===== src/rtl/wishbone_master_bridge_pkg.sv =====
`default_nettype none
// ============================================================================
// Module      : wishbone_master_bridge_pkg
// Description : Shared encodings for the memory controller's Wishbone bridge:
//               FSM state codes, the error read pattern, the WB region nibble
//               and the latched request record.
// Revision    : 1.0 - initial release
// ============================================================================
package wishbone_master_bridge_pkg;

  // Bridge FSM state codes
  localparam logic [1:0] ST_IDLE = 2'd0;
  localparam logic [1:0] ST_BUS  = 2'd1;
  localparam logic [1:0] ST_DONE = 2'd2;

  // Read data returned for failed cycles; the memory controller also returns
  // it for unselected sources, so the value must stay in sync with it.
  localparam logic [31:0] ERR_READ_PATTERN = 32'hFFFF_FFFF;

  // Top address nibble that routes a controller request to this bridge
  localparam logic [3:0] WB_REGION_NIBBLE = 4'b0001;

  localparam int unsigned WB_ADDR_WIDTH = 28;
  localparam int unsigned WB_DATA_WIDTH = 32;
  localparam int unsigned WB_SEL_WIDTH  = 4;

  // One request as presented on the Wishbone outputs for a whole bus cycle
  typedef struct packed {
    logic [WB_ADDR_WIDTH-1:0] adr;
    logic [WB_SEL_WIDTH-1:0]  sel;
    logic                     we;
    logic [WB_DATA_WIDTH-1:0] data;
  } wb_req_t;

  // Data handed back on a successful ack: writes return zero, reads the bus
  function automatic logic [WB_DATA_WIDTH-1:0] wb_read_result(
    input logic                     we,
    input logic [WB_DATA_WIDTH-1:0] bus_data
  );
    return we ? '0 : bus_data;
  endfunction

endpackage
`default_nettype wire


===== src/rtl/wishbone_master_bridge_wb_timeout_counter.sv =====
`default_nettype none
// ============================================================================
// Module      : wb_timeout_counter
// Description : Counts cycles spent waiting for a Wishbone response and flags
//               when the last permitted cycle has been reached.
// Revision    : 1.0 - initial release
// ============================================================================
module wb_timeout_counter
  import wishbone_master_bridge_pkg::*;
#(
  parameter int unsigned TIMEOUT_CYCLES = 255,
  parameter int unsigned TIMEOUT_WIDTH  = 16
) (
  input  logic clk,
  input  logic rst,
  input  logic clear_i,
  input  logic enable_i,
  output logic expired_o
);

  // The count seen in the final permitted wait cycle; the counter value is
  // the index of the current bus cycle (0 in the first one).
  localparam logic [TIMEOUT_WIDTH-1:0] LAST_COUNT = TIMEOUT_WIDTH'(TIMEOUT_CYCLES - 1);

  logic [TIMEOUT_WIDTH-1:0] count_q;
  logic [TIMEOUT_WIDTH-1:0] count_d;

  // Next count: clear wins, otherwise advance and saturate at the last value
  always_comb begin
    count_d = count_q;
    if (clear_i) begin
      count_d = '0;
    end else if (enable_i && (count_q != LAST_COUNT)) begin
      count_d = count_q + 1'b1;
    end
  end

  // Counter register
  always_ff @(posedge clk or posedge rst) begin
    if (rst) begin
      count_q <= '0;
    end else begin
      count_q <= count_d;
    end
  end

  assign expired_o = (count_q == LAST_COUNT);

endmodule
`default_nettype wire


===== src/rtl/wishbone_master_bridge.sv =====
`default_nettype none
// ============================================================================
// Module      : wishbone_master_bridge
// Description : Responder for the memory controller's enable/busy request
//               port and initiator of Wishbone classic single cycles. Each
//               request becomes one bus cycle, bounded by an ack timeout, and
//               completes with a one-cycle not-busy pulse.
// Revision    : 1.0 - initial release
// ============================================================================
module wishbone_master_bridge
  import wishbone_master_bridge_pkg::*;
#(
  parameter int unsigned TIMEOUT_CYCLES = 255,
  parameter int unsigned TIMEOUT_WIDTH  = 16
) (
  input  logic        clk,
  input  logic        rst,
  // Memory controller request port
  input  logic [27:0] wbAddress,
  input  logic [3:0]  wbByteSelect,
  input  logic        wbEnable,
  input  logic        wbWriteEnable,
  input  logic [31:0] wbDataWrite,
  output logic [31:0] wbDataRead,
  output logic        wbBusy,
  output logic        wbError,
  // Wishbone classic master
  output logic        wb_cyc_o,
  output logic        wb_stb_o,
  output logic        wb_we_o,
  output logic [3:0]  wb_sel_o,
  output logic [27:0] wb_adr_o,
  output logic [31:0] wb_data_o,
  input  logic [31:0] wb_data_i,
  input  logic        wb_ack_i,
  input  logic        wb_err_i
);

  logic [1:0]  state_q, state_d;
  wb_req_t     req_q, req_d;
  logic        cyc_q, cyc_d;
  logic        busy_q, busy_d;
  logic        err_q, err_d;
  logic [31:0] rdata_q, rdata_d;

  logic        tmo_clear;
  logic        tmo_enable;
  logic        tmo_expired;
  logic        bus_fail;

  // The counter sits at zero while idle so the first bus cycle sees count 0
  assign tmo_clear  = (state_q == ST_IDLE);
  assign tmo_enable = (state_q == ST_BUS);

  wb_timeout_counter #(
    .TIMEOUT_CYCLES (TIMEOUT_CYCLES),
    .TIMEOUT_WIDTH  (TIMEOUT_WIDTH)
  ) u_timeout (
    .clk       (clk),
    .rst       (rst),
    .clear_i   (tmo_clear),
    .enable_i  (tmo_enable),
    .expired_o (tmo_expired)
  );

  // err beats ack; a timeout only counts when the slave gave no answer
  assign bus_fail = wb_err_i || (!wb_ack_i && tmo_expired);

  // Next-state and next-output logic; every output is a register
  always_comb begin
    state_d = state_q;
    req_d   = req_q;
    cyc_d   = cyc_q;
    busy_d  = busy_q;
    err_d   = err_q;
    rdata_d = rdata_q;
    case (state_q)
      ST_IDLE: begin
        busy_d = 1'b1;
        cyc_d  = 1'b0;
        if (wbEnable) begin
          req_d = '{adr:  wbAddress,
                    sel:  wbByteSelect,
                    we:   wbWriteEnable,
                    data: wbDataWrite};
          cyc_d   = 1'b1;
          state_d = ST_BUS;
        end
      end
      ST_BUS: begin
        // Request fields stay frozen in req_q for the whole cycle
        if (bus_fail) begin
          rdata_d = ERR_READ_PATTERN;
          err_d   = 1'b1;
          busy_d  = 1'b0;
          cyc_d   = 1'b0;
          state_d = ST_DONE;
        end else if (wb_ack_i) begin
          rdata_d = wb_read_result(req_q.we, wb_data_i);
          err_d   = 1'b0;
          busy_d  = 1'b0;
          cyc_d   = 1'b0;
          state_d = ST_DONE;
        end
      end
      ST_DONE: begin
        // Completion lasts exactly one cycle; enable is not sampled here,
        // which guarantees an idle cycle between bus cycles.
        busy_d  = 1'b1;
        err_d   = 1'b0;
        rdata_d = ERR_READ_PATTERN;
        state_d = ST_IDLE;
      end
      default: begin
        busy_d  = 1'b1;
        err_d   = 1'b0;
        cyc_d   = 1'b0;
        rdata_d = ERR_READ_PATTERN;
        state_d = ST_IDLE;
      end
    endcase
  end

  // State and output registers; reset drops the bus cycle immediately
  always_ff @(posedge clk or posedge rst) begin
    if (rst) begin
      state_q <= ST_IDLE;
      req_q   <= '0;
      cyc_q   <= 1'b0;
      busy_q  <= 1'b1;
      err_q   <= 1'b0;
      rdata_q <= ERR_READ_PATTERN;
    end else begin
      state_q <= state_d;
      req_q   <= req_d;
      cyc_q   <= cyc_d;
      busy_q  <= busy_d;
      err_q   <= err_d;
      rdata_q <= rdata_d;
    end
  end

  assign wb_cyc_o   = cyc_q;
  assign wb_stb_o   = cyc_q;
  assign wb_we_o    = req_q.we;
  assign wb_sel_o   = req_q.sel;
  assign wb_adr_o   = req_q.adr;
  assign wb_data_o  = req_q.data;

  assign wbBusy     = busy_q;
  assign wbError    = err_q;
  assign wbDataRead = rdata_q;

endmodule
`default_nettype wire


===== config.mk =====
export PLATFORM = sky130hd
export DESIGN_NAME = wishbone_master_bridge
export DESIGN_NICKNAME = d
export VERILOG_FILES = /design/src/rtl/wishbone_master_bridge_pkg.sv /design/src/rtl/wishbone_master_bridge_wb_timeout_counter.sv /design/src/rtl/wishbone_master_bridge.sv
export SDC_FILE = /design/constraint.sdc
export NUM_CORES = 1
export LEC_CHECK = 0
export BUFFER_PORTS_ARGS = -buffer_cell sky130_fd_sc_hd__buf_2
export CORE_UTILIZATION = 52
export CTS_CLUSTER_SIZE = 10
export DETAILED_ROUTE_END_ITERATION = 12
export GPL_TIMING_DRIVEN = 0
export PLACE_DENSITY = 0.95
export SKIP_CTS_REPAIR_TIMING = 1
export SLEW_MARGIN = 20
export SYNTH_ARGS = -nofsm -noshare
export SYNTH_HDL_FRONTEND = slang
export SYNTH_SLANG_ARGS = --single-unit

===== constraint.sdc =====
create_clock -name clk -period 12.03 [get_ports clk]
set_input_delay 3.609 -clock clk [delete_from_list [all_inputs] [get_ports clk]]
set_output_delay 3.609 -clock clk [all_outputs]
set_load 0.005 [all_outputs]

Word level (Yosys, flattened, before mapping)

Index checks and enable logic that the tools add are counted.

Output and inout bits: 101
Input port bits: 102
Word-level logic and storage cells: 46
Bits in registers: 118

Multiplexer cells: 17
Equal/unequal tests: 6
Bitwise logic cells: 2
$add $sub $neg: 1
Reduce and logical (&&, ||, !) cells: 10

Operators with widths:

| cell                                                   | count |
|---|---|
| two-way mux 32 bit                                     | 3 |
| case mux 32 bit (2 select lines)                       | 1 |
| two-way mux 16 bit                                     | 2 |
| adder 16 x 1 -> 16 bit, second input constant          | 1 |
| == test 16 x 8 -> 1 bit, second input constant         | 1 |
| inequality test 16 x 8 -> 1 bit, second input constant | 1 |
| AND reduction 2 bit                                    | 4 |
| two-way mux 2 bit                                      | 3 |
| two-way mux 1 bit                                      | 5 |
| case mux 2 bit (2 select lines)                        | 1 |
| inequality test 3 bit, second input constant           | 1 |
| case mux 1 bit (3 select lines)                        | 1 |
| == test 2 x 1 -> 1 bit, second input constant          | 1 |
| == test 2 bit, second input constant                   | 1 |
| logical AND 1 bit                                      | 2 |
| logical NOT 2 bit                                      | 1 |
| inequality test 2 bit, second input constant           | 1 |
| inverter 1 bit                                         | 2 |
| case mux 1 bit (2 select lines)                        | 1 |
| nonzero test 2 bit                                     | 1 |
| logical NOT 1 bit                                      | 1 |
| logical OR 1 bit                                       | 1 |

Longest topological paths before layout

Gate-level depths: netlist of run 1.

Word-level depth: 5
Mapped depth: 8
Mapped depth without buffers: 6

By module

Synthesis of run 1 repeated with hierarchy kept, for this count alone.

Cells, all modules: 370
Area, all modules: 5,246.3 µm²

Modules (own cells, without submodules):

| module                 | seq. area each (µm²) | cells an instance | instances | area each (µm²) |
|---|---|---|---|---|
| wishbone_master_bridge | 2,593.7              | 272               | 1         | 4,304.1 |
| wb_timeout_counter     | 400.4                | 98                | 1         | 942.2 |

Worst setup path before layout of run 1

OpenSTA, ideal clock, no wires.

Path kind: input -> register
Start: input port wbEnable
End: register req_q (netlist bit wb_data_o[10])
Data required time: 11.905 ns
Stages on the path: 5
Library setup time: 0.125 ns
Slack: 7.435 ns
Path buffers: 3
Arrival time: 4.470 ns
Cell sequence: and2_1 > buf_2 > buf_4 > buf_4 > mux2_2

Longest elaborated chain between the ends: 1

Ends and longest elaborated chain:

| element                              | RTL line                      | RTL |
|---|---|---|
| from (decl)                          | wishbone_master_bridge.sv:21  | `input logic wbEnable,` |
| AND reduction 2 bit (no source line) | n/a                           |  |
| to (signal assigned)                 | wishbone_master_bridge.sv:135 | `req_q <= req_d;` |
| to (decl)                            | wishbone_master_bridge.sv:40  | `wb_req_t req_q, req_d;` |

No other way between the ends.
A chain may end at the register's enable or synchronous reset.

Worst setup path in the final report of run 1

Start: register rdata_q[0] (netlist: wbDataRead[0])
End: output port wbDataRead[0]

RTL lines:

| element                | RTL line                      | RTL |
|---|---|---|
| from (decl)            | wishbone_master_bridge.sv:44  | `logic [31:0] rdata_q, rdata_d;` |
| from (signal assigned) | wishbone_master_bridge.sv:139 | `rdata_q <= rdata_d;` |
| to (decl)              | wishbone_master_bridge.sv:24  | `output logic [31:0] wbDataRead,` |

No word-level cell between the ends.

==> impl_metrics.json, run 1 <==
{
  "endpoint_kind": "output port",
  "worst_path_largest_cell_delay_ns": 0.54,
  "avgSynthCellArea_um2": 12.9,
  "crit_arrival_ns": 1.17,
  "relSlewSlack": 0.456,
  "fin_nets": 721,
  "ys_warn_count": 0,
  "power_uw": 1740,
  "crit_family": "flip-flops",
  "slew_viol_final": 0,
  "avgViaCountPerCell": 5.21,
  "synthFlopType": "dfrtp_1",
  "num_vias": 3957,
  "die-area_um2": 10200,
  "worstMarginPinSlew_ns": 0.809,
  "ir_drop_mv": 0.173,
  "cap_violations": 0,
  "clk_pin_slew_ns": 0.06,
  "drive_above_1_share": 0.629,
  "ys_seq_elements": 118,
  "ys_async_sr_fraction": 1.00,
  "multi_input_area_um2": 1790,
  "hold_class": "flop to flop",
  "wl_per_cell_um": 16.3,
  "grt_pass1_wl_um": 19500,
  "regArea_um2": 2990,
  "fp.dieH_um": 101,
  "htree_levels": 4,
  "rows": 35,
  "cp-start-kind": "flop",
  "finClkSkew_ns": 0.00854,
  "tns_ns": 0,
  "postRouteAntennaNets": 0,
  "hold_viol": 0,
  "r2r_slack_ns": 10.03,
  "powerDensity_nw_per_um2": 254,
  "cp_cell_sequence": "buf_2",
  "cts-root-buf": "clkbuf_8",
  "critPathBufInv": 1,
  "min_to": "wbDataRead[15]",
  "syn_to_final_growth_pct": 34.4,
  "fillers": 671,
  "synth_fp_nets": 499,
  "whs_path_depth": 2,
  "cts-buffers-inserted": 17,
  "max_freq_mhz": 209,
  "comb_power_share": 0.349,
  "start_util": 0.543,
  "synth_edf_count": 0,
  "design.core.area_um2": 9370,
  "critical_path.slowest_cell": "dfstp_2",
  "drc": 0,
  "seq_power_share": 0.387,
  "die_x_um": 101,
  "drt_pass1_iterations": 4,
  "worstPathMaxFanout": 2,
  "io_pins": 203,
  "power.internal_uw": 1150,
  "required_ns": 8.42,
  "drt_iter0_drc": 129,
  "cts.sinks": 118,
  "p_sw_uw": 582,
  "cts_tree": "built",
  "r2r_cells": 6,
  "p_leak_uw": 0.00344,
  "synthCells": 395,
  "gp_congestion": 0.821,
  "reg2reg_from": "u_timeout.count_q[0]",
  "first_global_vias": 4092,
  "dpl_cell_area_um2": 6290,
  "grt_max_degree": 70,
  "rsz0062_at_grt": "no",
  "netSwitchingFraction": 0.335,
  "gr-usage-all-layers": 0.255,
  "min_period_ns": 4.78,
  "post-route-period-util": 0.397,
  "clkLatencyLatePin_ns": 0.51,
  "synthesis.area_um2": 5090,
  "fin_area_um2": 6840,
  "p_clk_frac": 0.264,
  "worstReg2RegEnd": "state_q[0]",
  "wirelength_um": 12400,
  "port_buffers": 202,
  "clock_path_buffers": 2,
  "ys_seq_area_frac": 0.588,
  "ys_types": 43,
  "worstHoldStart": "wbDataRead[15]",
  "path_class": "flop to output port",
  "overflow": 0,
  "hpwl_um": 9150,
  "antenna_found_initial": 0,
  "setup_viol": 0,
  "n_antenna_cell": 0,
  "status": "finished clean",
  "timing.hold.ws_ns": 0.463
}
## flip-flops by register name (all words and copies together) (netlist names)
signal	count
state_q	2
u_timeout.count_q	16
wbBusy	1
wbDataRead	32
wbError	1
wb_adr_o	28
wb_cyc_o	1
wb_data_o	32
wb_sel_o	4
wb_we_o	1
## cell usage in the layout, fill, tap and decap left out, drive strengths merged, types with 5 or more instances in the layout
| cell type | instances |
|---|---|
| mux2 | 64 |
| buf | 222 |
| a21oi | 65 |
| nor2 | 5 |
| and3 | 5 |
| nand2 | 20 |
| inv | 43 |
| mux2i | 7 |
| dfstp | 33 |
| clkbuf | 22 |
| nand3 | 6 |
| dfrtp | 85 |
## layout make-up
type                       instances  area share
buffer                            23      0.0243
sequential                       118       0.438
clock buffer                      18      0.0626
clock inverter                    14      0.0172
multi-input combinational        217       0.262
inverter                          37      0.0210
tap                              129      0.0236
timing repair buffer             203       0.152
## power groups by stage
stage | Sequential (µW) | Clock (µW) | Combinational (µW)
global placement | 661 | 0 | 578
CTS | 672 | 465 | 614
global route | 691 | 481 | 663
finish | 671 | 457 | 606
detailed placement | 673 | 0 | 611
floorplan | 680 | 0 | 340
## through the flow
stage                     instances  setup slack (ns)   util
final                           759              7.25  0.730
after global routing            759              7.21  0.730
after CTS                       759              7.24  0.730
after detailed placement        727              7.16  0.672
after global placement          726              4.31  0.668
after floorplan                 395              5.35      -
## Yosys cell counts (2+ instances only)
cell / count / area share
nor2_1: 5 / 0.0037
mux2i_1: 7 / 0.014
nor2b_1: 2 / 0.0025
or2_2: 2 / 0.0025
a31oi_1: 4 / 0.0049
dfstp_2: 33 / 0.17
buf_2: 7 / 0.0069
mux2_2: 63 / 0.14
dfrtp_1: 85 / 0.42
and3_1: 5 / 0.0061
nor4b_2: 2 / 0.0059
nand3_1: 6 / 0.0059
nor4_1: 2 / 0.0025
ha_1: 2 / 0.0049
clkbuf_1: 4 / 0.0029
nand2_1: 20 / 0.015
nor3_1: 4 / 0.0039
nand4_1: 3 / 0.0037
buf_4: 5 / 0.0074
buf_6: 7 / 0.015
o211ai_1: 2 / 0.0029
a21o_1: 2 / 0.0029
a21oi_1: 30 / 0.029
o21ai_0: 4 / 0.0039
a21oi_2: 35 / 0.060
inv_1: 37 / 0.027
## cells by family after synthesis
group,synth area share
fa+ha+maj,0.00492
simple gates,0.0733
compound gates,0.117
xor+xnor,0.00172
mux,0.155
buf+inv,0.0600
flops,0.588
## routing by layer
metal	wire [µm]	global-route usage	vias to the layer above
met5	0	0	-
met4	316	0.111	0
met3	1050	0.0818	29
met2	6360	0.452	206
met1	4690	0.281	1908
li1	-	-	1814
## worst max-delay path by stage
stage	from	to	depth (start not counted)
after global placement	rst	wb_data_o[2]	2
after detailed placement	wbEnable	wb_data_o[5]	6
final	wbDataRead[0]	wbDataRead[0]	1
after floorplan	rst	state_q[0]	1
after global routing	wbDataRead[0]	wbDataRead[0]	1
after CTS	wb_cyc_o	wb_stb_o	2
Power figures use the tool's default switching activity.
==> run 2, diff against run 1 <==
--- a/config.mk
+++ b/config.mk
@@ -6,11 +6,11 @@
 export NUM_CORES = 1
 export LEC_CHECK = 0
 export BUFFER_PORTS_ARGS = -buffer_cell sky130_fd_sc_hd__buf_2
-export CORE_UTILIZATION = 52
+export CORE_UTILIZATION = 44
 export CTS_CLUSTER_SIZE = 10
 export DETAILED_ROUTE_END_ITERATION = 12
 export GPL_TIMING_DRIVEN = 0
-export PLACE_DENSITY = 0.95
+export PLACE_DENSITY = 0.89
 export SKIP_CTS_REPAIR_TIMING = 1
 export SLEW_MARGIN = 20
 export SYNTH_ARGS = -nofsm -noshare
==> constraint.sdc (replaced) <==
create_clock -name clk -period 4.1 [get_ports clk]
set_input_delay 1.23 -clock clk [delete_from_list [all_inputs] [get_ports clk]]
set_output_delay 1.23 -clock clk [all_outputs]
set_load 0.005 [all_outputs]
==> run 2 against run 1 <==
Net effect:
- sequential share of layout area down 0.88 points
- cell area up 2.0%
- clock skew down 0.00091 ns
- die area up 18%
- critical path type unchanged
- largest power group unchanged
==> impl_metrics.json, run 2 (synthesized netlist as in run 1, its figures left out) <==
{
  "drt_pass1_iterations": 4,
  "worstMarginPinSlew_ns": 0.826,
  "ir_drop_mv": 0.449,
  "die-area_um2": 12000,
  "clkLatencyLatePin_ns": 0.40,
  "port_buffers": 202,
  "cts-buffers-inserted": 17,
  "p_sw_uw": 1600,
  "design.core.area_um2": 11000,
  "n_antenna_cell": 0,
  "p_leak_uw": 0.00352,
  "final_cell_mix": "buf_2, dfrtp_1, mux2_2, inv_1, a21oi_2",
  "grt.busiest_layer": "met2",
  "layout_commonest_cell": "buf_2",
  "min_period_ns": 2.30,
  "tns_ns": 0,
  "cp-start-kind": "flop",
  "avgViaCountPerCell": 5.00,
  "io_pins": 203,
  "max_freq_mhz": 435,
  "post-route-period-util": 0.560,
  "num_vias": 3867,
  "first_global_vias": 4052,
  "antenna_found_initial": 0,
  "grt_util_met3": 0.0664,
  "cap_violations": 0,
  "overflow": 0,
  "hold_viol": 0,
  "grt_pass1_wl_um": 18900,
  "status": "finished clean",
  "slew_viol_final": 0,
  "fin_nets": 724,
  "comb_power_share": 0.338,
  "power.internal_uw": 3610,
  "syn_to_final_growth_pct": 37.1,
  "endpoint_kind": "output port",
  "drive_above_1_share": 0.630,
  "die_x_um": 110,
  "utilization": 0.633,
  "seq_power_share": 0.377,
  "hpwl_um": 8940,
  "clock_path_buffers": 2,
  "crit_arrival_ns": 1.07,
  "met2_usage": 0.358,
  "clk_pin_slew_ns": 0.05,
  "cts_tree": "built",
  "worstPathMaxFanout": 4,
  "wirelength_um": 12000,
  "drc": 0,
  "setup_viol": 0,
  "met1_usage": 0.230,
  "rows": 38,
  "gr-usage-all-layers": 0.208,
  "fp.dieH_um": 110,
  "drt_iter0_drc": 200,
  "start_util": 0.461,
  "finClkSkew_ns": 0.00763,
  "wl_per_cell_um": 15.5,
  "htree_levels": 4,
  "p_clk_frac": 0.285,
  "netSwitchingFraction": 0.308,
  "hold_class": "flop to flop",
  "cts.sinks": 118,
  "gp_congestion": 0.781,
  "path_class": "flop to output port",
  "cts-root-buf": "clkbuf_16",
  "powerDensity_nw_per_um2": 746,
  "rsz0062_at_grt": "no",
  "required_ns": 2.87,
  "grt_max_degree": 31,
  "postRouteAntennaNets": 0,
  "relSlewSlack": 0.444
}
## run 2: metrics by stage
| step | instance area, µm² | total power, µW | instances | worst slack (ns) | hold WS, ns |
|---|---|---|---|---|---|
| floorplan | 5090 | 2990 | 395 | 1.46 | 0.450 |
| global placement | 6280 | 3640 | 737 | 0.816 | 0.453 |
| detailed placement | 6370 | 3750 | 741 | 1.59 | 0.456 |
| CTS | 6980 | 5270 | 773 | 1.78 | 0.464 |
| global route | 6980 | 5530 | 773 | 1.75 | 0.480 |
| finish | 6980 | 5210 | 773 | 1.80 | 0.463 |
## run 2: worst max-delay path, stage by stage (launching register included)
cell and delay, ns:
dfrtp_1 0.41, buf_4 0.14, buf_2 0.11
## run 2: routing by layer
metal / vias to the layer above / wire length [µm] / share of wire
met3: 27 / 733 / 0.061
met2: 152 / 6350 / 0.53
li1: 1812 / - / -
met4: 0 / 289 / 0.024
met5: - / 0 / 0
met1: 1876 / 4650 / 0.39
## run 2: worst paths after layout
kind                                       from            end  cells past startpoint  slack [ns]
setup / recovery                       wb_cyc_o       wb_stb_o                      2        1.80
hold / removal                    wbDataRead[3]  wbDataRead[3]                      2        0.46
setup reg to reg           u_timeout.count_q[0]     state_q[0]                      6        2.07
hold reg to reg                   wbDataRead[3]  wbDataRead[3]                      2        0.46
max in group asynchronous                   rst         wbBusy                      5        2.25
min in group asynchronous                   rst  wb_data_o[22]                      2        0.86
## run 2: area by class of cell
cell class                      count  area (µm²)
Clock buffer                       24         512
Inverter                           37         143
Fill cell                         856        4050
Sequential cell                   118        2990
Tap cell                          140         175
Multi-Input combinational cell    217        1790
Buffer                             23         166
Timing Repair Buffer              206        1110
Clock inverter                      8        93.8
## run 2: power groups by stage
stage                     Combinational (µW)  Clock [µW]  Sequential (µW)
after floorplan                          997           0             1990
after global placement                  1700           0             1940
after detailed placement                1780           0             1970
after CTS                               1790        1520             1970
after global routing                    1930        1570             2020
final                                   1760        1480             1970
==> run 3, diff against run 2 <==
--- a/config.mk
+++ b/config.mk
@@ -5,12 +5,13 @@
 export SDC_FILE = /design/constraint.sdc
 export NUM_CORES = 1
 export LEC_CHECK = 0
+export ABC_AREA = 1
 export BUFFER_PORTS_ARGS = -buffer_cell sky130_fd_sc_hd__buf_2
-export CORE_UTILIZATION = 44
+export CORE_UTILIZATION = 49
 export CTS_CLUSTER_SIZE = 10
 export DETAILED_ROUTE_END_ITERATION = 12
 export GPL_TIMING_DRIVEN = 0
-export PLACE_DENSITY = 0.89
+export PLACE_DENSITY = 0.92
 export SKIP_CTS_REPAIR_TIMING = 1
 export SLEW_MARGIN = 20
 export SYNTH_ARGS = -nofsm -noshare
==> constraint.sdc (replaced) <==
create_clock -name clk -period 2.3 [get_ports clk]
set_input_delay 0.69 -clock clk [delete_from_list [all_inputs] [get_ports clk]]
set_output_delay 0.69 -clock clk [all_outputs]
set_load 0.005 [all_outputs]
==> run 3 against run 2 <==
Net effect:
- first-iteration DRC count increased by 42%
- flip-flop and latch count unchanged
- hold slack got worse by 0.25 ns
- count of clock-buffer cells in the layout decreased by 7
- final cell count increased by 17%
- largest cell class unchanged
==> impl_metrics.json, run 3 <==
{
  "synthesis.area_um2": 5390,
  "postRouteAntennaNets": 0,
  "wl_per_cell_um": 15.0,
  "clock_path_buffers": 2,
  "design.core.area_um2": 10500,
  "timing.hold.ws_ns": 0.208,
  "grt_pass1_wl_um": 22000,
  "post-route-period-util": 0.808,
  "utilization": 0.689,
  "fillers": 758,
  "cap_violations": 0,
  "layout_commonest_cell": "buf_2",
  "ys_async_sr_fraction": 1.00,
  "max_freq_mhz": 538,
  "synthTopCellsByArea": "dfrtp_1, dfstp_2, mux2_2",
  "clk_pin_slew_ns": 0.06,
  "relSlewSlack": 0.657,
  "port_buffers": 202,
  "syn_to_final_growth_pct": 34.4,
  "crit_arrival_ns": 1.17,
  "die-area_um2": 11400,
  "dpl_cell_area_um2": 6680,
  "avgSynthCellArea_um2": 10.1,
  "finalWorstSetupSlack_ns": 0.442,
  "first_global_vias": 4721,
  "finClkSkew_ns": 0.00964,
  "hpwl_um": 10000,
  "ys_seq_elements": 118,
  "status": "finished clean",
  "synth_top_family_by_area": "simple AND/OR/NAND/NOR gates",
  "hold_viol": 0,
  "drc": 0,
  "overflow": 0,
  "fp.dieH_um": 107,
  "ys_seq_area_frac": 0.555,
  "n_antenna_cell": 0,
  "antenna_found_initial": 0,
  "r2r_cells": 10,
  "clkLatencyLatePin_ns": 0.52,
  "synth_compound_area_frac": 0.0436,
  "synth_fp_nets": 639,
  "synth_edf_count": 0,
  "hold_class": "input pin to async pin",
  "cts_tree": "built",
  "required_ns": 1.61,
  "wirelength_um": 13600,
  "worstPathMaxFanout": 3,
  "drive_above_1_share": 0.477,
  "grt_max_degree": 36,
  "start_util": 0.513,
  "avgViaCountPerCell": 5.22,
  "min_period_ns": 1.86,
  "htree_levels": 4,
  "synth_top_cell_area_share": 0.394,
  "ys_warn_count": 0,
  "rsz0062_at_grt": "no",
  "powerDensity_nw_per_um2": 1180,
  "cts-root-buf": "clkbuf_8",
  "pre_cts_ws_ns": 0.399,
  "post-synth-top-count-cell": "nand2_1",
  "setup_viol": 0,
  "reg2reg_from": "u_timeout.count_q[0]",
  "synthFlopType": "dfrtp_1",
  "final_cell_mix": "buf_2, nand2_1, dfrtp_1, nand3_1, mux2_2",
  "synth-simple-area-share": 0.201,
  "r2r_slack_ns": 0.59,
  "drt_pass1_iterations": 5,
  "synth_xor_area_frac": 0.00812,
  "gp_congestion": 0.877,
  "gr-usage-all-layers": 0.251,
  "synthCells": 535,
  "io_pins": 203,
  "slew_viol_final": 0,
  "rows": 37,
  "path_class": "flop to output port",
  "synth_area_leader_cell": "dfrtp_1",
  "p_leak_uw": 0.00357,
  "drt_iter0_drc": 283,
  "ir_drop_mv": 0.750,
  "fin_nets": 864,
  "endpoint_kind": "output port",
  "ys_types": 29,
  "synth_common_cells": "nand2_1, dfrtp_1, nand3_1, mux2_2, a21oi_1",
  "cts.sinks": 118,
  "synth_adder_area_share": 0.00464,
  "fin_area_um2": 7250,
  "yosys-mux-area-fraction": 0.134,
  "num_vias": 4739,
  "cts-buffers-inserted": 17,
  "worstReg2RegEnd": "u_timeout.count_q[5]",
  "worstMarginPinSlew_ns": 0.513,
  "die_x_um": 107,
  "cp-start-kind": "flop"
}
[run 3: cell types whose count changed after synthesis, moves of 5 or more]
| cell | before | now |
|---|---|---|
| inv_1 | 37 | 21 |
| mux2i_1 | 7 | 0 |
| and3_1 | 5 | 0 |
| clkbuf_1 | 4 | 12 |
| nor2_1 | 5 | 25 |
| nand3_1 | 6 | 76 |
| a21oi_2 | 35 | 0 |
| nand2_1 | 20 | 123 |
| xor2_1 | 0 | 5 |
[run 3: area by class of cell]
class / count / area, µm² / area share
Sequential cell: 118 / 2990 / 0.413
Multi-Input combinational cell: 359 / 2110 / 0.291
Timing Repair Buffer: 206 / 1110 / 0.154
Clock buffer: 17 / 414 / 0.0572
Buffer: 31 / 186 / 0.0257
Tap cell: 136 / 170 / 0.0235
Clock inverter: 14 / 151 / 0.0209
Inverter: 27 / 105 / 0.0145
[run 3: cells by family after synthesis]
group,Yosys count
xor gates and xnor gates,5
and+or+nand+nor,243
AOI/OAI and AO/OA,45
adders and majority gates,2
buffers and inverters,58
muxes,64
DFF,118
[run 3: through the flow]
| step | TNS [ns] | instances | total power (µW) |
|---|---|---|---|
| final | 0 | 908 | 8560 |
| after global routing | 0 | 908 | 9060 |
| after CTS | 0 | 908 | 8620 |
| after detailed placement | 0 | 877 | 6070 |
| after global placement | -44.53 | 873 | 5890 |
| after floorplan | 0 | 535 | 4830 |
[run 3: per-layer routing]
layer  track usage  wire [µm]  part of all wire
met1         0.276       5210              0.38
met5             0          0                 0
met3        0.0918       1170             0.086
met4        0.0871        288             0.021
met2         0.444       6960              0.51
[run 3: worst max-delay path by stage]
stage | start | endpoint | depth (start not counted)
after floorplan | rst | state_q[0] | 1
after global placement | rst | wb_adr_o[8] | 2
after detailed placement | wbEnable | wb_adr_o[26] | 5
after CTS | wb_cyc_o | wb_stb_o | 2
after global routing | wb_cyc_o | wb_stb_o | 2
final | wb_cyc_o | wb_stb_o | 2
[run 3: power by group]
part	switching, µW	internal (µW)
clock network	979	1540
logic	1320	1280
registers	413	3020
total	2710	5850
[run 3: worst max-delay path: stages (launching register included)]
cell     delay, ns
dfrtp_1       0.41
buf_4         0.14
buf_2         0.11
